`src/rtl/keypad_pkg.sv`:
```
// keypad_pkg: shared types and constants for the 4x4 keypad scanner.
// KEYMAP is indexed by {col, row}; scan results carry a hit bit above the code.
package keypad_pkg;

  typedef enum logic [1:0] {
    IDLE,
    DEBOUNCE,
    PRESSED,
    RELEASE
  } state_t;

  localparam logic [15:0][3:0] KEYMAP = {
    4'hD, 4'hC, 4'hB, 4'hA,
    4'hE, 4'h9, 4'h6, 4'h3,
    4'hF, 4'h8, 4'h5, 4'h2,
    4'h0, 4'h7, 4'h4, 4'h1
  };

  localparam int RES_W = 5;
  localparam int RES_HIT = 4;
  localparam logic [RES_W-1:0] RES_NONE = '0;

  function automatic logic [RES_W-1:0] res_key(
    input logic [3:0] k
  );
    return {1'b1, k};
  endfunction

endpackage

```
`src/rtl/keypad_col_scan.sv`:
```
// keypad_col_scan: column strobe, row synchronizer and per-scan key decode.
// Multiple simultaneous keys collapse to an empty result to reject ghosts.
module keypad_col_scan
  import keypad_pkg::*;
#(
  parameter int SCAN_DIV = 100000
) (
  input  logic       clk,
  input  logic       rst,
  input  logic [3:0] row,
  output logic [3:0] col,
  output logic       scan_done,
  output logic [3:0] scan_key,
  output logic       scan_hit
);

  localparam int DW = $clog2(SCAN_DIV);
  localparam logic [DW-1:0] LAST = DW'(SCAN_DIV - 1);

  logic [DW-1:0] div;
  logic [1:0] cidx;
  logic [3:0] s1, s2;
  logic acc_any, acc_multi;
  logic [3:0] acc_key;
  logic [RES_W-1:0] res;

  logic [3:0] pressed;
  logic col_any, col_multi;
  logic [1:0] col_row;
  logic first;
  logic any_n, multi_n;
  logic [3:0] key_n;
  logic sample;

  always_comb begin
    pressed = ~s2;
    col_any = |pressed;
    col_multi = (pressed & (pressed - 4'd1)) != 4'd0;
    col_row = 2'd0;
    for (int i = 3; i >= 0; i--) begin
      if (pressed[i]) col_row = 2'(i);
    end
    first = (cidx == 2'd0);
    sample = (div == LAST);
    any_n = col_any | (acc_any & ~first);
    multi_n = col_multi
            | (~first & acc_multi)
            | (~first & acc_any & col_any);
    key_n = col_any ? KEYMAP[{cidx, col_row}] : acc_key;
  end

  always_ff @(posedge clk or negedge rst) begin
    if (!rst) begin
      div <= '0;
      cidx <= 2'd0;
      col <= 4'b1110;
      s1 <= 4'hF;
      s2 <= 4'hF;
      acc_any <= 1'b0;
      acc_multi <= 1'b0;
      acc_key <= 4'h0;
      scan_done <= 1'b0;
      res <= RES_NONE;
    end else begin
      s1 <= row;
      s2 <= s1;
      scan_done <= 1'b0;
      if (sample) begin
        div <= '0;
        cidx <= cidx + 2'd1;
        col <= ~(4'b0001 << (cidx + 2'd1));
        acc_any <= any_n;
        acc_multi <= multi_n;
        acc_key <= key_n;
        if (cidx == 2'd3) begin
          scan_done <= 1'b1;
          res <= (any_n & ~multi_n) ? res_key(key_n) : RES_NONE;
        end
      end else begin
        div <= div + DW'(1);
      end
    end
  end

  assign scan_hit = res[RES_HIT];
  assign scan_key = res[3:0];

endmodule

```
`src/rtl/keypad_scanner.sv`:
```
// keypad_scanner: debounced 4x4 keypad front end with a 4-digit history.
// A press is accepted after DEBOUNCE_SCANS matching scans; release likewise.
module keypad_scanner
  import keypad_pkg::*;
#(
  parameter int SCAN_DIV = 100000,
  parameter int DEBOUNCE_SCANS = 4
) (
  input  logic        clk,
  input  logic        rst,
  input  logic [3:0]  row,
  input  logic        clr,
  output logic [3:0]  col,
  output logic [3:0]  key,
  output logic        key_valid,
  output logic        key_held,
  output logic [15:0] digits
);

  localparam logic [15:0] DB = 16'(DEBOUNCE_SCANS);

  logic scan_done, scan_hit;
  logic [3:0] scan_key;
  state_t state;
  logic [3:0] cand;
  logic [15:0] cnt, cnt_inc;
  logic accept;

  keypad_col_scan #(
    .SCAN_DIV(SCAN_DIV)
  ) u_scan (
    .clk(clk),
    .rst(rst),
    .row(row),
    .col(col),
    .scan_done(scan_done),
    .scan_key(scan_key),
    .scan_hit(scan_hit)
  );

  always_comb begin
    cnt_inc = cnt + 16'd1;
    accept = 1'b0;
    if (scan_done && scan_hit) begin
      if (state == IDLE && DB == 16'd1) accept = 1'b1;
      if (state == DEBOUNCE && scan_key == cand && cnt_inc == DB)
        accept = 1'b1;
    end
  end

  always_ff @(posedge clk or negedge rst) begin
    if (!rst) begin
      state <= IDLE;
      cand <= 4'h0;
      cnt <= 16'd0;
      key <= 4'h0;
      key_valid <= 1'b0;
      key_held <= 1'b0;
      digits <= 16'h0000;
    end else begin
      key_valid <= 1'b0;
      if (accept) begin
        key_valid <= 1'b1;
        key <= scan_key;
        digits <= clr ? {12'h000, scan_key} : {digits[11:0], scan_key};
      end else if (clr) begin
        digits <= 16'h0000;
      end
      if (scan_done) begin
        unique case (state)
          IDLE: if (scan_hit) begin
            cand <= scan_key;
            cnt <= 16'd1;
            if (accept) begin
              state <= PRESSED;
              key_held <= 1'b1;
            end else begin
              state <= DEBOUNCE;
            end
          end
          DEBOUNCE: begin
            if (!scan_hit) begin
              state <= IDLE;
              cnt <= 16'd0;
            end else if (scan_key != cand) begin
              cand <= scan_key;
              cnt <= 16'd1;
            end else if (accept) begin
              state <= PRESSED;
              key_held <= 1'b1;
              cnt <= 16'd0;
            end else begin
              cnt <= cnt_inc;
            end
          end
          PRESSED: if (!scan_hit) begin
            cnt <= 16'd1;
            if (DB == 16'd1) begin
              state <= IDLE;
              key_held <= 1'b0;
            end else begin
              state <= RELEASE;
            end
          end
          RELEASE: begin
            if (scan_hit) begin
              state <= PRESSED;
              cnt <= 16'd0;
            end else if (cnt_inc >= DB) begin
              state <= IDLE;
              key_held <= 1'b0;
              cnt <= 16'd0;
            end else begin
              cnt <= cnt_inc;
            end
          end
          default: state <= IDLE;
        endcase
      end
    end
  end

endmodule

```
`config.mk`:
```
export PLATFORM = sky130hd
export DESIGN_NAME = keypad_scanner
export DESIGN_NICKNAME = d
export VERILOG_FILES = /design/src/rtl/keypad_pkg.sv /design/src/rtl/keypad_col_scan.sv /design/src/rtl/keypad_scanner.sv
export SDC_FILE = /design/constraint.sdc
export NUM_CORES = 1
export LEC_CHECK = 0
export CAP_MARGIN = 20
export CORE_UTILIZATION = 53
export CTS_CLUSTER_DIAMETER = 60
export DETAILED_ROUTE_END_ITERATION = 8
export GPL_TIMING_DRIVEN = 0
export PLACE_DENSITY_LB_ADDON = 0.25
export SETUP_SLACK_MARGIN = 0.02
export SLEW_MARGIN = 5
export SYNTH_ARGS = -nofsm -noshare
export SYNTH_HDL_FRONTEND = slang
export SYNTH_SLANG_ARGS = --single-unit
```
`constraint.sdc`:
```
create_clock -name clk -period 3.2 [get_ports clk]
set_clock_uncertainty 0.15 [all_clocks]
set_input_delay 0.48 -clock clk [delete_from_list [all_inputs] [get_ports clk]]
set_output_delay 0.48 -clock clk [all_outputs]
set_load 0.03 [all_outputs]
```
==> results.tsv <==
stage	metric	value	unit
place	hpwl dp	5.84	mm
clock_network	clk buf depth	2	
hold_path	worst hold-check path type	reg -> reg	
setup_path	R2R Path Start	cnt[1]$_DFFE_PN0P_	
timing	period utilization	96.7	%
setup_path	CP Launch Type	flip-flop	
place	placed instance area	0.00474	sq mm
power_and_ir_drop	P_leak	2.22	nW
logic_synthesis	Synth Cell Area	0.00428	sq mm
floorplanning	Core ar.	0.00777	sq mm
setup_path	Arr. time, crit path	3.20	ns
power_and_ir_drop	Max VDD drop	298	uV
power_and_ir_drop	Pwr Density	370	mW/mm^2
place	IO Port Bufs	32	
setup_path	data required time of the worst path	3.31	ns
timing	Worst slew margin	56.6	%
detailed_routing	DRC errors left	0	
floorplanning	Die H	91.8	um
timing	fin. max-slew vios	0	
place	dpl ws	-0.323	ns
cells_and_area	# fillers	604	
status	status	complete, no violations	
timing	post-layout min period	3.09	ns
clock_network	Root Driver	clkbuf_8	
global_route	Total GRT Usage	21.8	%
timing	RSZ-0062 raised after global routing	true	
cells_and_area	share of cells above drive strength 1	15.8	%
power_and_ir_drop	Pwr Total	1.87	mW
setup_path	worst r2r dst	cnt[4]$_DFFE_PN0P_	
cells_and_area	Layout Nets	480	
cells_and_area	antenna cells	0	
detailed_routing	DRT iter0 DRCs	166	
detailed_routing	average routed wire per standard cell	14.8	um
detailed_routing	Routed Antenna Nets	0	
clock_network	clk slew on worst S/H paths	0.09	ns
clock_network	CTS tree	built	
clock_network	Sink Count	87	
logic_synthesis	number of enable flip-flop cells after synthesis	0	
detailed_routing	TritonRoute pass-1 iters	4	
setup_path	crit path to	cnt[4]$_DFFE_PN0P_	
global_route	vias in the first global route	3161	
logic_synthesis	synthesis-stage register bit count	87	
timing	Final Hold Viols	0	
floorplanning	I/O Pins	33	
timing	final setup vio count	0	
place	GPL Wtd Cong	0.844	
timing	fmax	323	MHz
logic_synthesis	post-synthesis sequential area ratio	51.2	%
floorplanning	cell row count	32	
clock_network	clock latency on the worst-skew pair	0.35	ns
logic_synthesis	synth warn	0	
floorplanning	die area	0.00843	sq mm
logic_synthesis	Syn Area/Cell	10.5	sq um
logic_synthesis	Post-synth ARST share	100	%
logic_synthesis	syn nets	425	
timing	final worst slack	0.105	ns
setup_path	critical path startpoint	cnt[1]$_DFFE_PN0P_	
cells_and_area	most common cell after layout, fill and taps aside	dfrtp_1	
global_route	total gr overflow	0	
floorplanning	Initial Util	55.0	%
global_route	maximum number of pins on one net before global-route repair	45	
detailed_routing	Avg Vias per Cell	5.63	
timing	setup tns final	0	ns
clock_network	CTS HTree Levels	3	
cells_and_area	most frequent cells in the layout	dfrtp_1, o21ai_0, nor2_1	
global_route	first-pass GRT wire length	14.6	mm
setup_path	Max FO, Critical Path	8	
detailed_routing	Vias	3212	
setup_path	reg2reg setup slack	0.11	ns
setup_path	R2R depth	10	
cells_and_area	final instance area	0.00506	sq mm
detailed_routing	total wire length	8.43	mm
logic_synthesis	Cells after Synth	409	
setup_path	critical path endpoint category	flip-flop	
clock_network	CTS buffer count	9	
logic_synthesis	main flop type after synthesis	dfrtp_1	
cells_and_area	Core Util, Final	65.2	%
job	max-cap viol count	0	
timing	Worst Tran Pin Value	0.647	ns
cells_and_area	synthesis-to-layout area growth	18.4	%
floorplanning	die width	91.8	um
setup_path	WS Path Type	reg -> reg	
logic_synthesis	Unique masters post-synth	57	
global_route	initial antenna violation count	0	
==> synth_stat cells (2+ instances only) <==
| cell | n | share of area, % |
|---|---|---|
| and4_1 | 2 | 0.41 |
| or2_2 | 2 | 0.29 |
| buf_6 | 2 | 0.53 |
| buf_2 | 4 | 0.47 |
| nor3_1 | 9 | 1.1 |
| dfrtp_1 | 76 | 44 |
| nand4_1 | 9 | 1.3 |
| nor2b_1 | 3 | 0.44 |
| dfstp_2 | 11 | 6.8 |
| nor2_1 | 40 | 3.5 |
| o211ai_1 | 2 | 0.35 |
| o22ai_1 | 4 | 0.59 |
| nand3_1 | 17 | 2.0 |
| a21o_1 | 2 | 0.35 |
| mux2_2 | 13 | 3.4 |
| nor4_4 | 2 | 1.0 |
| a22o_1 | 9 | 1.8 |
| a21oi_1 | 9 | 1.1 |
| inv_1 | 18 | 1.6 |
| nand2b_1 | 3 | 0.44 |
| xnor2_1 | 13 | 2.7 |
| ha_1 | 9 | 2.6 |
| xor2_1 | 9 | 1.8 |
| a31oi_1 | 4 | 0.59 |
| nor4_1 | 3 | 0.44 |
| mux2i_1 | 19 | 4.4 |
| or3_1 | 4 | 0.59 |
| and3_1 | 5 | 0.73 |
| o21ai_0 | 40 | 4.7 |
| nand2_1 | 31 | 2.7 |
| clkbuf_1 | 8 | 0.70 |
| and2_1 | 2 | 0.29 |
==> power breakdown <==
| group | total, mW | switching, mW | internal (mW) |
|---|---|---|---|
| Clock | 0.705 | 0.413 | 0.292 |
| Combinational | 0.0527 | 0.0350 | 0.0177 |
| Sequential | 1.11 | 0.00493 | 1.11 |
==> kinds of logic (layout without fill, tap and decap cells) <==
logic type	Yosys count	count (layout)	synth area share [%]
xor gates and xnor gates	22	22	4.51
adders and majority gates	9	9	2.63
buffers and inverters	32	92	3.28
DFF	87	87	51.2
AOI/OAI and AO/OA	83	83	11.9
and+or+nand+nor	142	142	17.7
muxes	34	34	8.66
==> area by class of cell <==
| type | count | area, sq um | share of cell area, % |
|---|---|---|---|
| Buffer | 14 | 73.8 | 1.46 |
| Clock buffer | 9 | 124 | 2.45 |
| Clock inverter | 7 | 52.6 | 1.04 |
| Inverter | 18 | 67.6 | 1.33 |
| Multi-Input combinational cell | 290 | 1990 | 39.3 |
| Sequential cell | 87 | 2190 | 43.3 |
| Tap cell | 102 | 128 | 2.52 |
| Timing Repair Buffer | 44 | 435 | 8.60 |
==> registers in the layout, indices dropped and copies added, names as in the netlist, 2 cells and up, named ones only <==
name and cells:
u_scan.col 4, u_scan.s2 4, u_scan.s1 4, cand 4, cnt 16, key 4, u_scan.div 17, digits 16
u_scan.res 5, u_scan.acc_key 4, u_scan.cidx 2
==> worst max-delay path, cell delays in order (launching register included) <==
cell,delay [ns]
dfrtp_2,0.42
ha_4,0.18
nand4_1,0.20
or4_4,0.57
a211oi_4,0.30
nand4b_4,0.18
buf_12,0.17
nor4_4,0.32
buf_4,0.20
nor3_4,0.06
o21ai_0,0.24
==> per-layer routing <==
layer	track usage [%]	up-vias	wire (um)	share of wire (%)
li1	-	1580	-	-
met1	27.8	1545	3840	46
met2	36.6	74	4180	50
met3	5.14	13	285	3.4
met4	7.29	0	122	1.4
met5	0	-	0	0
==> per-stage QoR <==
step	hold WS (ns)	std cells
CTS	0.215	566
floorplan	0.0344	409
global placement	0.198	543
global route	0.216	571
finish	0.213	571
detailed placement	0.200	544
==> worst min-delay path by stage <==
stage | to | slack (ns) | depth (start not counted) | startpoint
6_report | u_scan.s2[2]$_DFF_PN1_ | 0.21 | 0 | u_scan.s1[2]$_DFF_PN1_
5_1_grt | u_scan.s2[2]$_DFF_PN1_ | 0.22 | 0 | u_scan.s1[2]$_DFF_PN1_
4_1_cts | u_scan.s2[2]$_DFF_PN1_ | 0.21 | 0 | u_scan.s1[2]$_DFF_PN1_
3_5_place_dp | u_scan.s2[2]$_DFF_PN1_ | 0.20 | 0 | u_scan.s1[2]$_DFF_PN1_
3_3_place_gp | u_scan.s2[0]$_DFF_PN1_ | 0.20 | 0 | u_scan.s1[0]$_DFF_PN1_
2_1_floorplan | async pin | 0.03 | 0 | rst
==> what timing repair did <==
item                       4_1_cts  5_1_grt
hold endpoints to repair        43        0
setup buffers                    5        5
gates cloned                     0        0
resized for setup                5        5
setup endpoints to repair       35       39
pin swaps                        4        3
hold buffers                     1        0
No activity file was read; power rests on OpenSTA's default activity.
==> RTL change, RTL diff (same flow settings) <==
`SCAN_DIV` is set to 100000 in 2 places; all go to 400000.
--- a/src/rtl/keypad_col_scan.sv
+++ b/src/rtl/keypad_col_scan.sv
@@ -5,3 +5,3 @@
 #(
-  parameter int SCAN_DIV = 100000
+  parameter int SCAN_DIV = 400000
 ) (
--- a/src/rtl/keypad_scanner.sv
+++ b/src/rtl/keypad_scanner.sv
@@ -5,3 +5,3 @@
 #(
-  parameter int SCAN_DIV = 100000,
+  parameter int SCAN_DIV = 400000,
   parameter int DEBOUNCE_SCANS = 4
Behaviour: no difference found for any inputs over 10 cycles, from zero or initial values and one cycle with rst low; that may be too few to reach the edited logic, so the function may still have changed.
==> RTL change against the original RTL <==
- cell area is 1.3% higher
- die area grew 4.3%
- setup slack improved by 0.15 ns
- synthesized area up 4.4%
- routed wire length rose by 6.9%
- clock power decreased by 2%
- critical path type unchanged
- non-clock buffer count is the same
- total power increased by 0.56%
- sequential cell count is 2 higher
- global-route usage increased by 1.2 points
==> RTL change: results (changes against the original RTL) <==
[grt]
met2_usage = 0.3777  ; was 0.3659
grt_use_total = 0.2294  ; was 0.2177
grt_pass1_wl_um = 15970  ; was 14620 um
use_met1 = 0.2977  ; was 0.2777
global_route.usage.met3 = 0.05502  ; was 0.05141
first_global_vias = 3439  ; was 3161

[critical_path]
r2r-start = cnt[0]$_DFFE_PN0P_  ; was cnt[1]$_DFFE_PN0P_
crit_arrival_ns = 3.00  ; was 3.20 ns
reg2reg_to = state[0]$_DFFE_PN0P_  ; was cnt[4]$_DFFE_PN0P_
slowest_delay_ns = 0.45  ; was 0.57 ns
worstRegToRegCells = 9  ; was 10
cp_max_fo = 10  ; was 8
regToRegSetupSlack_ns = 0.26  ; was 0.11 ns

[sta]
final_max_slew_viol_count = 0  ; unchanged
worst_pin_slew_ns = 0.9690  ; was 0.6466 ns
hold_slack_ns = 0.2090  ; was 0.2127 ns

[yosys]
syn_nets = 485  ; was 425
synth_mux_area_frac = 0.02916  ; was 0.08663
synth_fa_ha_area_frac = 0.02524  ; was 0.02634
synth_xor_area_frac = 0.04907  ; was 0.04507
ys_types = 59  ; was 57
synth_compound_area_frac = 0.1234  ; was 0.1194
synth_seq_area_share = 0.5022  ; was 0.5124
synth_area_leaders = dfrtp_1 44%, nand2_1 8.2%, dfstp_2 6.5%, xor2_1 3.3%, ha_1 2.5%  ; was dfrtp_1 44%, dfstp_2 6.8%, o21ai_0 4.7%, mux2i_1 4.4%, nor2_1 3.5%

[power_and_ir_drop]
swShare = 0.2348  ; was 0.2423
ir_drop_v = 0.0003060  ; was 0.0002982 V
p_per_area_mw_per_mm2 = 366.9  ; was 369.5 mW/mm^2
leakage_nw = 2.331  ; was 2.221 nW
comb_power_share = 0.030  ; was 0.028

[drt]
met1_length_um = 4127  ; was 3841 um
met3_length_um = 358  ; was 285 um
drt_iter0_markers = 174  ; was 166
vias = 3540  ; was 3212
wire_per_inst_um = 14.44  ; was 14.76 um
avgViaCountPerCell = 5.673  ; was 5.625

[place]
dp_cells = 607  ; was 544
place_ws_ns = 0.1676  ; was -0.3228 ns
placed_area_mm2 = 0.004938  ; was 0.004741 mm^2
routabilityCongestion = 0.9106  ; was 0.8440

[status]
status = completed  ; unchanged

[layout]
drive_gt1_frac = 0.1021  ; was 0.1578
nets = 530  ; was 480
fillCellCount = 681  ; was 604
largest_registers = u_scan.div (19), cnt (16), digits (16)  ; was u_scan.div (17), cnt (16), digits (16)
regArea_mm2 = 0.002242  ; was 0.002193 mm^2

[cts]
postCtsSetupRepairBufs = 0  ; was 5
cts_resized = 0  ; was 5

[hold_path]
hp-start = u_scan.s1[0]$_DFF_PN1_  ; was u_scan.s1[2]$_DFF_PN1_
min_to = u_scan.s2[0]$_DFF_PN1_  ; was u_scan.s2[2]$_DFF_PN1_

[RTL change: changes by cell type in the layout (fill, tap and decap cells not counted), sizes merged, moves of 9 or more]
cell / before / now
nand2: 31 / 98
o21ai: 41 / 16
mux2i: 19 / 4
nor2: 40 / 28
a21oi: 9 / 20
o221ai: 0 / 9
[RTL change: final cells by class]
cell class,count,share of cell area
well taps,105,0.02562
multi-input cells,340,0.3997
repair buffers,34,0.06930
clock buffers,11,0.02562
plain buffers,24,0.02294
inverters,16,0.01171
clock inverters,5,0.007809
flip-flops and latches,89,0.4373
[RTL change: how the worst max path moves through the flow]
stage / endpoint / slack [ns] / depth (start not counted)
after floorplan: state[0]$_DFFE_PN0P_ / 0.56 / 9
after detailed placement: state[0]$_DFFE_PN0P_ / 0.17 / 9
after CTS: state[0]$_DFFE_PN0P_ / 0.14 / 9
after global routing: digits[11]$_DFFE_PN0P_ / 0.05 / 10
final: state[0]$_DFFE_PN0P_ / 0.26 / 9
after global placement: u_scan.acc_any$_DFFE_PN0N_ / -1.61 / 1
